**config.mk**
```make
export PLATFORM = sky130hd
export DESIGN_NAME = alu_packet_ctrl
export DESIGN_NICKNAME = d
export VERILOG_FILES = /design/src/rtl/alu_packet_ctrl.sv
export SDC_FILE = /design/constraint.sdc
export NUM_CORES = 1
export LEC_CHECK = 0
export CAP_MARGIN = 5
export CORE_MARGIN = 2
export CORE_UTILIZATION = 45
export DETAILED_ROUTE_END_ITERATION = 7
export GPL_TIMING_DRIVEN = 0
export PLACE_DENSITY = 0.71
export SETUP_SLACK_MARGIN = 0.15
export SYNTH_ARGS = -nofsm -noshare
export SYNTH_HDL_FRONTEND = slang
export SYNTH_SLANG_ARGS = --single-unit
```
**constraint.sdc**
```tcl
create_clock -name clk_i -period 2.3 [get_ports clk_i]
set_clock_uncertainty 0.1 [all_clocks]
set_input_delay 0.46 -clock clk_i [delete_from_list [all_inputs] [get_ports clk_i]]
set_output_delay 0.46 -clock clk_i [all_outputs]
set_load 0.01 [all_outputs]
```
**src/rtl/alu_packet_ctrl.sv**
```systemverilog
// Packet sequencer between the UART AXI-Stream byte links and the shared 32-bit ALU.
// Parses framed packets, echoes payloads or accumulates operands, returns a 4-byte LE result.
module alu_packet_ctrl #(
   parameter logic [7:0] OP_ECHO = 8'hEC,
   parameter logic [7:0] OP_ADD  = 8'hA0,
   parameter logic [7:0] OP_MUL  = 8'hA1
) (
   input  logic        clk_i,
   input  logic        rst_ni,
   input  logic [7:0]  s_axis_tdata,
   input  logic        s_axis_tvalid,
   output logic        s_axis_tready,
   output logic [7:0]  m_axis_tdata,
   output logic        m_axis_tvalid,
   input  logic        m_axis_tready,
   output logic        alu_op_o,
   output logic [31:0] alu_a_o,
   output logic [31:0] alu_b_o,
   output logic        alu_valid_o,
   input  logic        alu_ready_i,
   input  logic [31:0] alu_result_i,
   input  logic        alu_result_valid_i,
   output logic        err_o
);

   localparam logic [3:0] ST_OPC      = 4'd0;
   localparam logic [3:0] ST_RSVD     = 4'd1;
   localparam logic [3:0] ST_LEN_LO   = 4'd2;
   localparam logic [3:0] ST_LEN_HI   = 4'd3;
   localparam logic [3:0] ST_ECHO     = 4'd4;
   localparam logic [3:0] ST_OPND     = 4'd5;
   localparam logic [3:0] ST_ALU_REQ  = 4'd6;
   localparam logic [3:0] ST_ALU_WAIT = 4'd7;
   localparam logic [3:0] ST_SEND     = 4'd8;
   localparam logic [3:0] ST_DRAIN    = 4'd9;

   logic [3:0]  state_q, state_d;
   logic [15:0] cnt_q;
   logic [7:0]  opc_q;
   logic [7:0]  len_lo_q;
   logic [23:0] opnd_q;
   logic [1:0]  bidx_q;
   logic [31:0] acc_q;
   logic        first_q;
   logic        rdy_q;

   logic [15:0] len_w;
   logic [15:0] rem_w;
   logic        echo_ok;
   logic        arith_ok;
   logic [31:0] operand_w;
   logic [7:0]  send_byte;
   logic        s_fire;
   logic        m_fire;
   logic        tx_free;

   assign len_w     = {s_axis_tdata, len_lo_q};
   // Lengths below the header size leave nothing to drain.
   assign rem_w     = (len_w < 16'd4) ? '0 : len_w - 16'd4;
   assign echo_ok   = (opc_q == OP_ECHO) && (len_w >= 16'd4);
   assign arith_ok  = ((opc_q == OP_ADD) || (opc_q == OP_MUL)) &&
                      (len_w >= 16'd8) && (len_w[1:0] == 2'b00);
   assign operand_w = {s_axis_tdata, opnd_q};
   assign tx_free   = !m_axis_tvalid || m_axis_tready;
   assign s_axis_tready = (state_q == ST_ECHO) ? tx_free : rdy_q;
   assign s_fire    = s_axis_tvalid && s_axis_tready;
   assign m_fire    = m_axis_tvalid && m_axis_tready;

   always_comb begin
      send_byte = acc_q[7:0];
      case (bidx_q)
         2'd1:    send_byte = acc_q[15:8];
         2'd2:    send_byte = acc_q[23:16];
         2'd3:    send_byte = acc_q[31:24];
         default: send_byte = acc_q[7:0];
      endcase
   end

   always_comb begin
      state_d = state_q;
      case (state_q)
         ST_OPC:    if (s_fire) state_d = ST_RSVD;
         ST_RSVD:   if (s_fire) state_d = ST_LEN_LO;
         ST_LEN_LO: if (s_fire) state_d = ST_LEN_HI;
         ST_LEN_HI: begin
            if (s_fire) begin
               if (echo_ok)       state_d = (rem_w == '0) ? ST_OPC : ST_ECHO;
               else if (arith_ok) state_d = ST_OPND;
               else               state_d = (rem_w == '0) ? ST_OPC : ST_DRAIN;
            end
         end
         ST_ECHO:   if (s_fire && cnt_q == 16'd1) state_d = ST_OPC;
         ST_OPND: begin
            if (s_fire && bidx_q == 2'd3) begin
               if (!first_q)            state_d = ST_ALU_REQ;
               else if (cnt_q == 16'd1) state_d = ST_SEND;
            end
         end
         ST_ALU_REQ:  if (alu_ready_i) state_d = ST_ALU_WAIT;
         ST_ALU_WAIT: if (alu_result_valid_i) state_d = (cnt_q == '0) ? ST_SEND : ST_OPND;
         ST_SEND:     if (tx_free && bidx_q == 2'd3) state_d = ST_OPC;
         ST_DRAIN:    if (s_fire && cnt_q == 16'd1) state_d = ST_OPC;
         default:     state_d = ST_OPC;
      endcase
   end

   always_ff @(posedge clk_i or negedge rst_ni) begin
      if (!rst_ni) begin
         state_q       <= ST_OPC;
         rdy_q         <= 1'b1;
         cnt_q         <= '0;
         opc_q         <= '0;
         len_lo_q      <= '0;
         opnd_q        <= '0;
         bidx_q        <= '0;
         acc_q         <= '0;
         first_q       <= 1'b0;
         m_axis_tdata  <= '0;
         m_axis_tvalid <= 1'b0;
         alu_op_o      <= 1'b0;
         alu_a_o       <= '0;
         alu_b_o       <= '0;
         alu_valid_o   <= 1'b0;
         err_o         <= 1'b0;
      end else begin
         state_q <= state_d;
         // Registered ready for every state except ECHO, where it follows the tx slot.
         rdy_q   <= !(state_d inside {ST_ALU_REQ, ST_ALU_WAIT, ST_SEND});
         err_o   <= 1'b0;
         if (m_fire) m_axis_tvalid <= 1'b0;
         case (state_q)
            ST_OPC:    if (s_fire) opc_q <= s_axis_tdata;
            ST_LEN_LO: if (s_fire) len_lo_q <= s_axis_tdata;
            ST_LEN_HI: begin
               if (s_fire) begin
                  cnt_q   <= rem_w;
                  bidx_q  <= '0;
                  first_q <= 1'b1;
                  err_o   <= !(echo_ok || arith_ok);
               end
            end
            ST_ECHO: begin
               if (s_fire) begin
                  m_axis_tdata  <= s_axis_tdata;
                  m_axis_tvalid <= 1'b1;
                  cnt_q         <= cnt_q - 16'd1;
               end
            end
            ST_OPND: begin
               if (s_fire) begin
                  opnd_q <= {s_axis_tdata, opnd_q[23:8]};
                  bidx_q <= bidx_q + 2'd1;
                  cnt_q  <= cnt_q - 16'd1;
                  if (bidx_q == 2'd3) begin
                     if (first_q) begin
                        acc_q   <= operand_w;
                        first_q <= 1'b0;
                     end else begin
                        alu_a_o     <= acc_q;
                        alu_b_o     <= operand_w;
                        alu_op_o    <= (opc_q == OP_MUL);
                        alu_valid_o <= 1'b1;
                     end
                  end
               end
            end
            ST_ALU_REQ:  if (alu_ready_i) alu_valid_o <= 1'b0;
            ST_ALU_WAIT: if (alu_result_valid_i) acc_q <= alu_result_i;
            ST_SEND: begin
               if (tx_free) begin
                  m_axis_tdata  <= send_byte;
                  m_axis_tvalid <= 1'b1;
                  bidx_q        <= bidx_q + 2'd1;
               end
            end
            ST_DRAIN: if (s_fire) cnt_q <= cnt_q - 16'd1;
            default: ;
         endcase
      end
   end

endmodule

```
# Word level (Yosys, flattened, before mapping)

Cells that the tools add are included.

Divide/modulo/power cells: 0
Shift-type cells: 0
Equal/unequal tests: 29
Muxes and demuxes: 50
Bitwise gates (word level): 1
Magnitude comparators: 3
$add $sub $neg: 3
Reduce and logical (&&, ||, !) cells: 37
$mul: 0

Operators by type and width:

| operator                                                                      | count |
|---|---|
| 32-bit two-way mux                                                            | 4 |
| 32-bit one-hot mux with 2 select lines                                        | 1 |
| 4-bit two-way mux                                                             | 15 |
| 16-bit two-way mux                                                            | 3 |
| 4-bit one-hot mux with 9 select lines                                         | 1 |
| 16-bit zero test                                                              | 2 |
| 16-bit one-hot mux with 2 select lines                                        | 1 |
| 4-bit by 3-bit equality test with 1-bit output, second input constant         | 6 |
| 8-bit equality test, second input constant                                    | 3 |
| 8-bit one-hot mux with 3 select lines                                         | 1 |
| 2-bit != test, second input constant                                          | 9 |
| 16-bit by 1-bit equality test with 1-bit output, second input constant        | 1 |
| 16-bit by 3-bit >= comparator with 1-bit output, second input constant        | 1 |
| 16-bit by 4-bit >= comparator with 1-bit output, second input constant        | 1 |
| 16-bit by 3-bit less-than comparator with 1-bit output, second input constant | 1 |
| 8-bit two-way mux                                                             | 2 |
| 8-bit one-hot mux with 2 select lines                                         | 1 |
| 16-bit by 1-bit subtractor with 16-bit output, second input constant          | 1 |
| 16-bit by 3-bit subtractor with 16-bit output, second input constant          | 1 |
| 1-bit two-way mux                                                             | 13 |
| 4-bit equality test, second input constant                                    | 3 |
| 4-bit AND reduction                                                           | 3 |
| 5-bit AND reduction                                                           | 2 |
| 2-bit nonzero test                                                            | 5 |
| 21 further kinds                                                              | 42 |

Memory bits (writable): 0
Register bits after elaboration: 172
Bits of input ports: 46
Memories kept: 0
Bits in read-only memories: 0
Output and inout port bits: 77
Bits in latches: 0

# Depth between registers and ports, before layout

Depth in word-level cells: 11
Mapped depth: 9
Gate-level depth less buffers: 8

# Worst setup path after synthesis

Ideal clock, no wire load.

Path type: input-to-reg
From: input s_axis_tdata[3]
To: register state_q[2]
Stages on the path: 7
Path buffers: 1
Arrival time: 2.379 ns
Required time: 2.080 ns
Path slack: -0.299 ns
Setup time: 0.120 ns
Cell sequence: buf_6 > or4_4 > o41a_1 > a41oi_2 > nand2_1 > or4_1 > a31o_1

Cells in the longest elaborated chain, start to end: 7
Elaborated cells between the ends (all ways): 14
Those cells by class: 1 x add/sub; 3 x order compare; 6 x mux; 4 x reduce/logical

RTL lines:

| element                                                               | RTL line | text |
|---|---|---|
| from (decl)                                                           | 10       | `input logic [7:0] s_axis_tdata,` |
| 16-bit by 3-bit subtractor with 16-bit output (tied with other cells) | 59       | `assign rem_w = (len_w < 16'd4) ? '0 : len_w - 16'd4;` |
| 16-bit two-way mux / 1-bit logical AND (equally long branches)        | 59, 61   |  |
| 16-bit zero test / 1-bit logical AND (equally long branches)          | 87, 62   |  |
| 3-bit two-way mux / 4-bit two-way mux (equally long branches)         | 87, 88   |  |
| 4-bit two-way mux (*)                                                 | 87       | `if (echo_ok) state_d = (rem_w == '0) ? ST_OPC : ST_ECHO;` |
| 4-bit two-way mux (*)                                                 | 86       | `if (s_fire) begin` |
| 4-bit one-hot mux with 9 select lines (*)                             | 81       | `case (state_q)` |
| net state_d[2]                                                        | 37       | `logic [3:0] state_q, state_d;` |
| to (signal assigned)                                                  | 126      | `state_q <= state_d;` |
| to (decl)                                                             | 37       |  |

The timed path passes the listed nets; every way through them passes the cells marked *.
A chain may end at the register's enable or synchronous reset.

# Final worst setup path

From: register len_lo_q[4]
To: register state_q[2]

Cells in the longest elaborated chain, start to end: 7
Elaborated cells between the ends (all ways): 14
Those cells by class: 1 x add/sub; 3 x order compare; 6 x mux; 4 x reduce/logical

RTL lines:

| element                                                               | RTL line | text |
|---|---|---|
| from (decl)                                                           | 40       | `logic [7:0] len_lo_q;` |
| from (signal assigned)                                                | 133      | `ST_LEN_LO: if (s_fire) len_lo_q <= s_axis_tdata;` |
| 16-bit by 3-bit subtractor with 16-bit output (tied with other cells) | 59       |  |
| 16-bit two-way mux / 1-bit logical AND (equally long branches)        | 59, 61   |  |
| 16-bit zero test / 1-bit logical AND (equally long branches)          | 87, 62   |  |
| 3-bit two-way mux / 4-bit two-way mux (equally long branches)         | 87, 88   |  |
| 4-bit two-way mux (*)                                                 | 87       |  |
| 4-bit two-way mux (*)                                                 | 86       |  |
| 4-bit one-hot mux with 9 select lines (*)                             | 81       |  |
| net state_d[2]                                                        | 37       |  |

Marks and branches as above.

==> results.tsv <==
stage	metric	value	unit
synthesis	synth-simple-area-share	0.2120	
final_layout	final_cells	1299	
min_path	hold_class	in -> reg	
final_layout	final_area	11330	sq um
timing	tns	-0.8007	ns
clock_tree	clock_path_buffers	2	
flow_run	drv_cap	0	
final_layout	drive_gt1_frac	0.2150	
grt	grt_util_all_layers	0.2579	
power_and_ir_drop	power.share.clock	0.274	
grt	grt_max_degree	89	
timing	clock.fmax	391.3	MHz
floorplanning	initial_core_util	0.4577	
worst_setup_path	worstPathRequired	2.52	ns
placed_design	dpl_cell_area	9822	sq um
routing	wl_per_cell	19.46	um
worst_setup_path	slowest_delay	0.53	ns
grt	grt_first_pass_wirelength	39290	um
grt	antenna_found_initial	0	
routing	detail-route-antenna-nets	0	
synthesis	synthTopCellsByCount	nand2_1 (221), dfrtp_1 (171), nor2_1 (86), a21oi_1 (75), clkbuf_1 (50)	
routing	routed_wl	25280	um
clock_tree	cts.htree.levels	4	
worst_setup_path	crit_path_cell_trace	buf_6 -> buf_4 -> nor4_4 -> nand3_1 -> mux2i_2 -> nand4_1 -> or4_1 -> a31o_1	
floorplanning	core	17960	sq um
final_layout	nets	1113	
floorplanning	die-area	19370	sq um
power_and_ir_drop	swShare	0.3577	
final_layout	multiInputGateArea	4048	sq um
routing	drt_pre_antenna_iters	8	
timing	period_share	1.111	
power_and_ir_drop	p_switching	3.762	mW
clock_tree	cts-root-buf	clkbuf_16	
synthesis	synth-adder-area-share	0.01370	
synthesis	syn_area_per_cell	9.375	sq um
status	violations	DRC, setup timing	
timing	rsz0062_at_grt	true	
timing	setup_viol	6	
timing	setup_slack	-0.2553	ns
status	status	finished, violations left	
floorplanning	die_width	139.2	um
final_layout	syn_to_final_growth	37.86	%
synthesis	synthFlopType	dfrtp_1	
clock_tree	clock_sinks	172	
timing	maxSlewHeadroom	0.5272	
floorplanning	die_y	139.2	um
synthesis	ys_warn_count	0	
timing	period_needed	2.555	ns
routing	vias	7463	
timing	finalMaxSlewViolations	0	
worst_setup_path	arrival	2.78	ns
synthesis	syn_nets	932	
timing	hold_viol	0	
worst_setup_path	crit_family	simple AND/OR/NAND/NOR gates	
final_layout	regArea	4308	sq um
power_and_ir_drop	power_density	927.8	nW/um^2
placed_design	placed_cells	1228	
worst_setup_path	crit_slowest_cell	or4_1	
grt	overflow	0	
power_and_ir_drop	leakage	5.493	nW
placed_design	globalplace.congestion	0.9151	
floorplanning	fp-row-count	49	
synthesis	synth_edf_count	0	
floorplanning	top_level_ports	123	
final_layout	fillCellCount	1447	
power_and_ir_drop	power_frac_comb	0.327	
synthesis	synth_xor_area_frac	0.006392	
power_and_ir_drop	p_int	6.754	mW
synthesis	syn_inst	877	
final_layout	antenna-diode-count	0	
synthesis	synth_compound_area_frac	0.1126	
power_and_ir_drop	peakVddDrop	615.1	uV
routing	viasPerCell	5.745	
worst_setup_path	cp-start-kind	flop	
synthesis	synth.top_cell.area_share	0.5205	
synthesis	ys_ff_latch	172	
placed_design	hpwl	16970	um
worst_setup_path	cp_max_fo	5	
synthesis	synthMuxAreaShare	0.09892	
synthesis	ys_types	57	
grt	grt_pass1_vias	7009	
placed_design	io_buffer_count	121	
power_and_ir_drop	pwr-share-seq	0.399	
worst_setup_path	crit_type	reg -> reg	
routing	remaining_drc_errors	2	
clock_tree	path_clk_slew	0.07	ns
timing	worst_slew_pin_slew	0.7092	ns
worst_setup_path	endpoint_kind	flop	
synthesis	synth_top_family_by_area	simple AND/OR/NAND/NOR gates	
synthesis	synth-seq-area-share	0.5237	
worst_setup_path	path_buf_inv	2	
routing	drt-initial-drc-count	813	
synthesis	synth_area	8222	sq um
placed_design	pre_cts_slack	-1.186	ns
synthesis	synthTopCellsByArea	dfrtp_1 (52%), nand2_1 (10%), mux2_2 (5.8%)	
synthesis	synth.most_common_cell	nand2_1	
synthesis	synth_top_area_cell	dfrtp_1	
clock_tree	cts_buffers	17	
clock_tree	insertion_delay	0.44	ns
clock_tree	cts_tree	done	
synthesis	synthArstFlopShare	1.000	
[timing repair]
item                                    4_1_cts  5_1_grt
hold endpoints to repair                     83        0
endpoints found under the setup margin      165      161
hold buffers                                  1        0
pin swaps                                    20       24
gates cloned                                  1        0
setup buffers                                22       16
resized for setup                           136       67
[logic make-up (layout without fill, tap and decap cells)]
logic type      after synthesis  in the layout
compound gates              150            151
xor+xnor                      6              6
fa+ha+maj                     9              9
buf+inv                      68            260
flops                       172            172
mux                          76             76
simple gates                396            396
[layout by cell type, fill, tap and decap left out, drive strengths merged, types with 3 or more instances in the layout]
| cell type | synthesis | routed |
|---|---|---|
| a211o | 3 | 3 |
| a21o | 4 | 4 |
| a21oi | 75 | 76 |
| a222oi | 8 | 8 |
| a22o | 6 | 6 |
| a31oi | 4 | 4 |
| and3 | 4 | 4 |
| buf | 7 | 55 |
| clkbuf | 50 | 61 |
| clkdlybuf4s50 | 0 | 115 |
| clkinv | 0 | 5 |
| dfrtp | 171 | 171 |
| dlymetal6s2s | 0 | 3 |
| ha | 9 | 9 |
| inv | 11 | 17 |
| mux2 | 42 | 42 |
| mux2i | 34 | 34 |
| nand2 | 221 | 221 |
| nand2b | 4 | 4 |
| nand3 | 15 | 15 |
| nand3b | 3 | 3 |
| nand4 | 7 | 7 |
| nor2 | 86 | 86 |
| nor2b | 4 | 4 |
| nor3 | 14 | 14 |
| nor4 | 12 | 12 |
| o21ai | 28 | 28 |
| o22a | 4 | 4 |
| o22ai | 3 | 3 |
| or2 | 3 | 3 |
| or3 | 8 | 8 |
| or4 | 7 | 7 |
| xnor2 | 3 | 3 |
| xor2 | 3 | 3 |
[tightest hold or removal path, cell delays in order]
cell and delay [ns]:
buf_8 0.13, nand2_1 0.06, nand2_1 0.04
[stage by stage]
step / hold WS (ns) / utilization / total power, mW
global placement: 0.3587 / 0.5450 / 6.669
detailed placement: 0.3621 / 0.5468 / 6.749
finish: 0.1925 / 0.6310 / 10.52
floorplan: 0.06441 / - / 5.757
global route: 0.2135 / 0.6310 / 10.94
CTS: 0.1912 / 0.6159 / 10.13
[flip-flops by register name (all words and copies together), names as in the netlist, 2 cells and up]
register and flops:
alu_a_o 32, len_lo_q 8, alu_b_o 32, acc_q 32
state_q 4, bidx_q 2, opnd_q 24, opc_q 8
m_axis_tdata 8, cnt_q 16
[final timing paths]
check                      depth (start not counted)  slack, ns                       to                    start
setup / recovery                                   8      -0.26     state_q[2]$_DFF_PN0_  len_lo_q[4]$_DFFE_PN0P_
min in group asynchronous                          2       0.48  len_lo_q[6]$_DFFE_PN0P_                   rst_ni
max in group asynchronous                          3       0.76   alu_b_o[2]$_DFFE_PN0P_                   rst_ni
hold reg to reg                                    2       0.37  alu_a_o[26]$_DFFE_PN0P_  alu_a_o[26]$_DFFE_PN0P_
setup reg to reg                                   8      -0.26     state_q[2]$_DFF_PN0_  len_lo_q[4]$_DFFE_PN0P_
hold / removal                                     3       0.19  alu_b_o[27]$_DFFE_PN0P_          s_axis_tdata[3]
[layout make-up]
class | instances | area share
Multi-Input combinational cell | 638 | 0.3571
Tap cell | 229 | 0.02528
Clock buffer | 18 | 0.03786
Sequential cell | 172 | 0.3801
Buffer | 57 | 0.04360
Clock inverter | 13 | 0.01402
Timing Repair Buffer | 161 | 0.1384
Inverter | 11 | 0.003643
[routing by layer]
layer  global-route usage  routed length, um
met1               0.3796              11180
met2               0.3897              11470
met3              0.05145               2026
met4              0.07390                603
met5                    0                  0
[power groups by stage]
stage / sequential, mW / clock [mW] / combinational (mW)
2_1_floorplan: 4.03 / 0 / 1.73
3_3_place_gp: 4.18 / 0 / 2.49
3_5_place_dp: 4.19 / 0 / 2.56
4_1_cts: 4.16 / 2.90 / 3.07
5_1_grt: 4.25 / 3.04 / 3.65
6_report: 4.19 / 2.89 / 3.44
(Power assumes the default switching activity.)
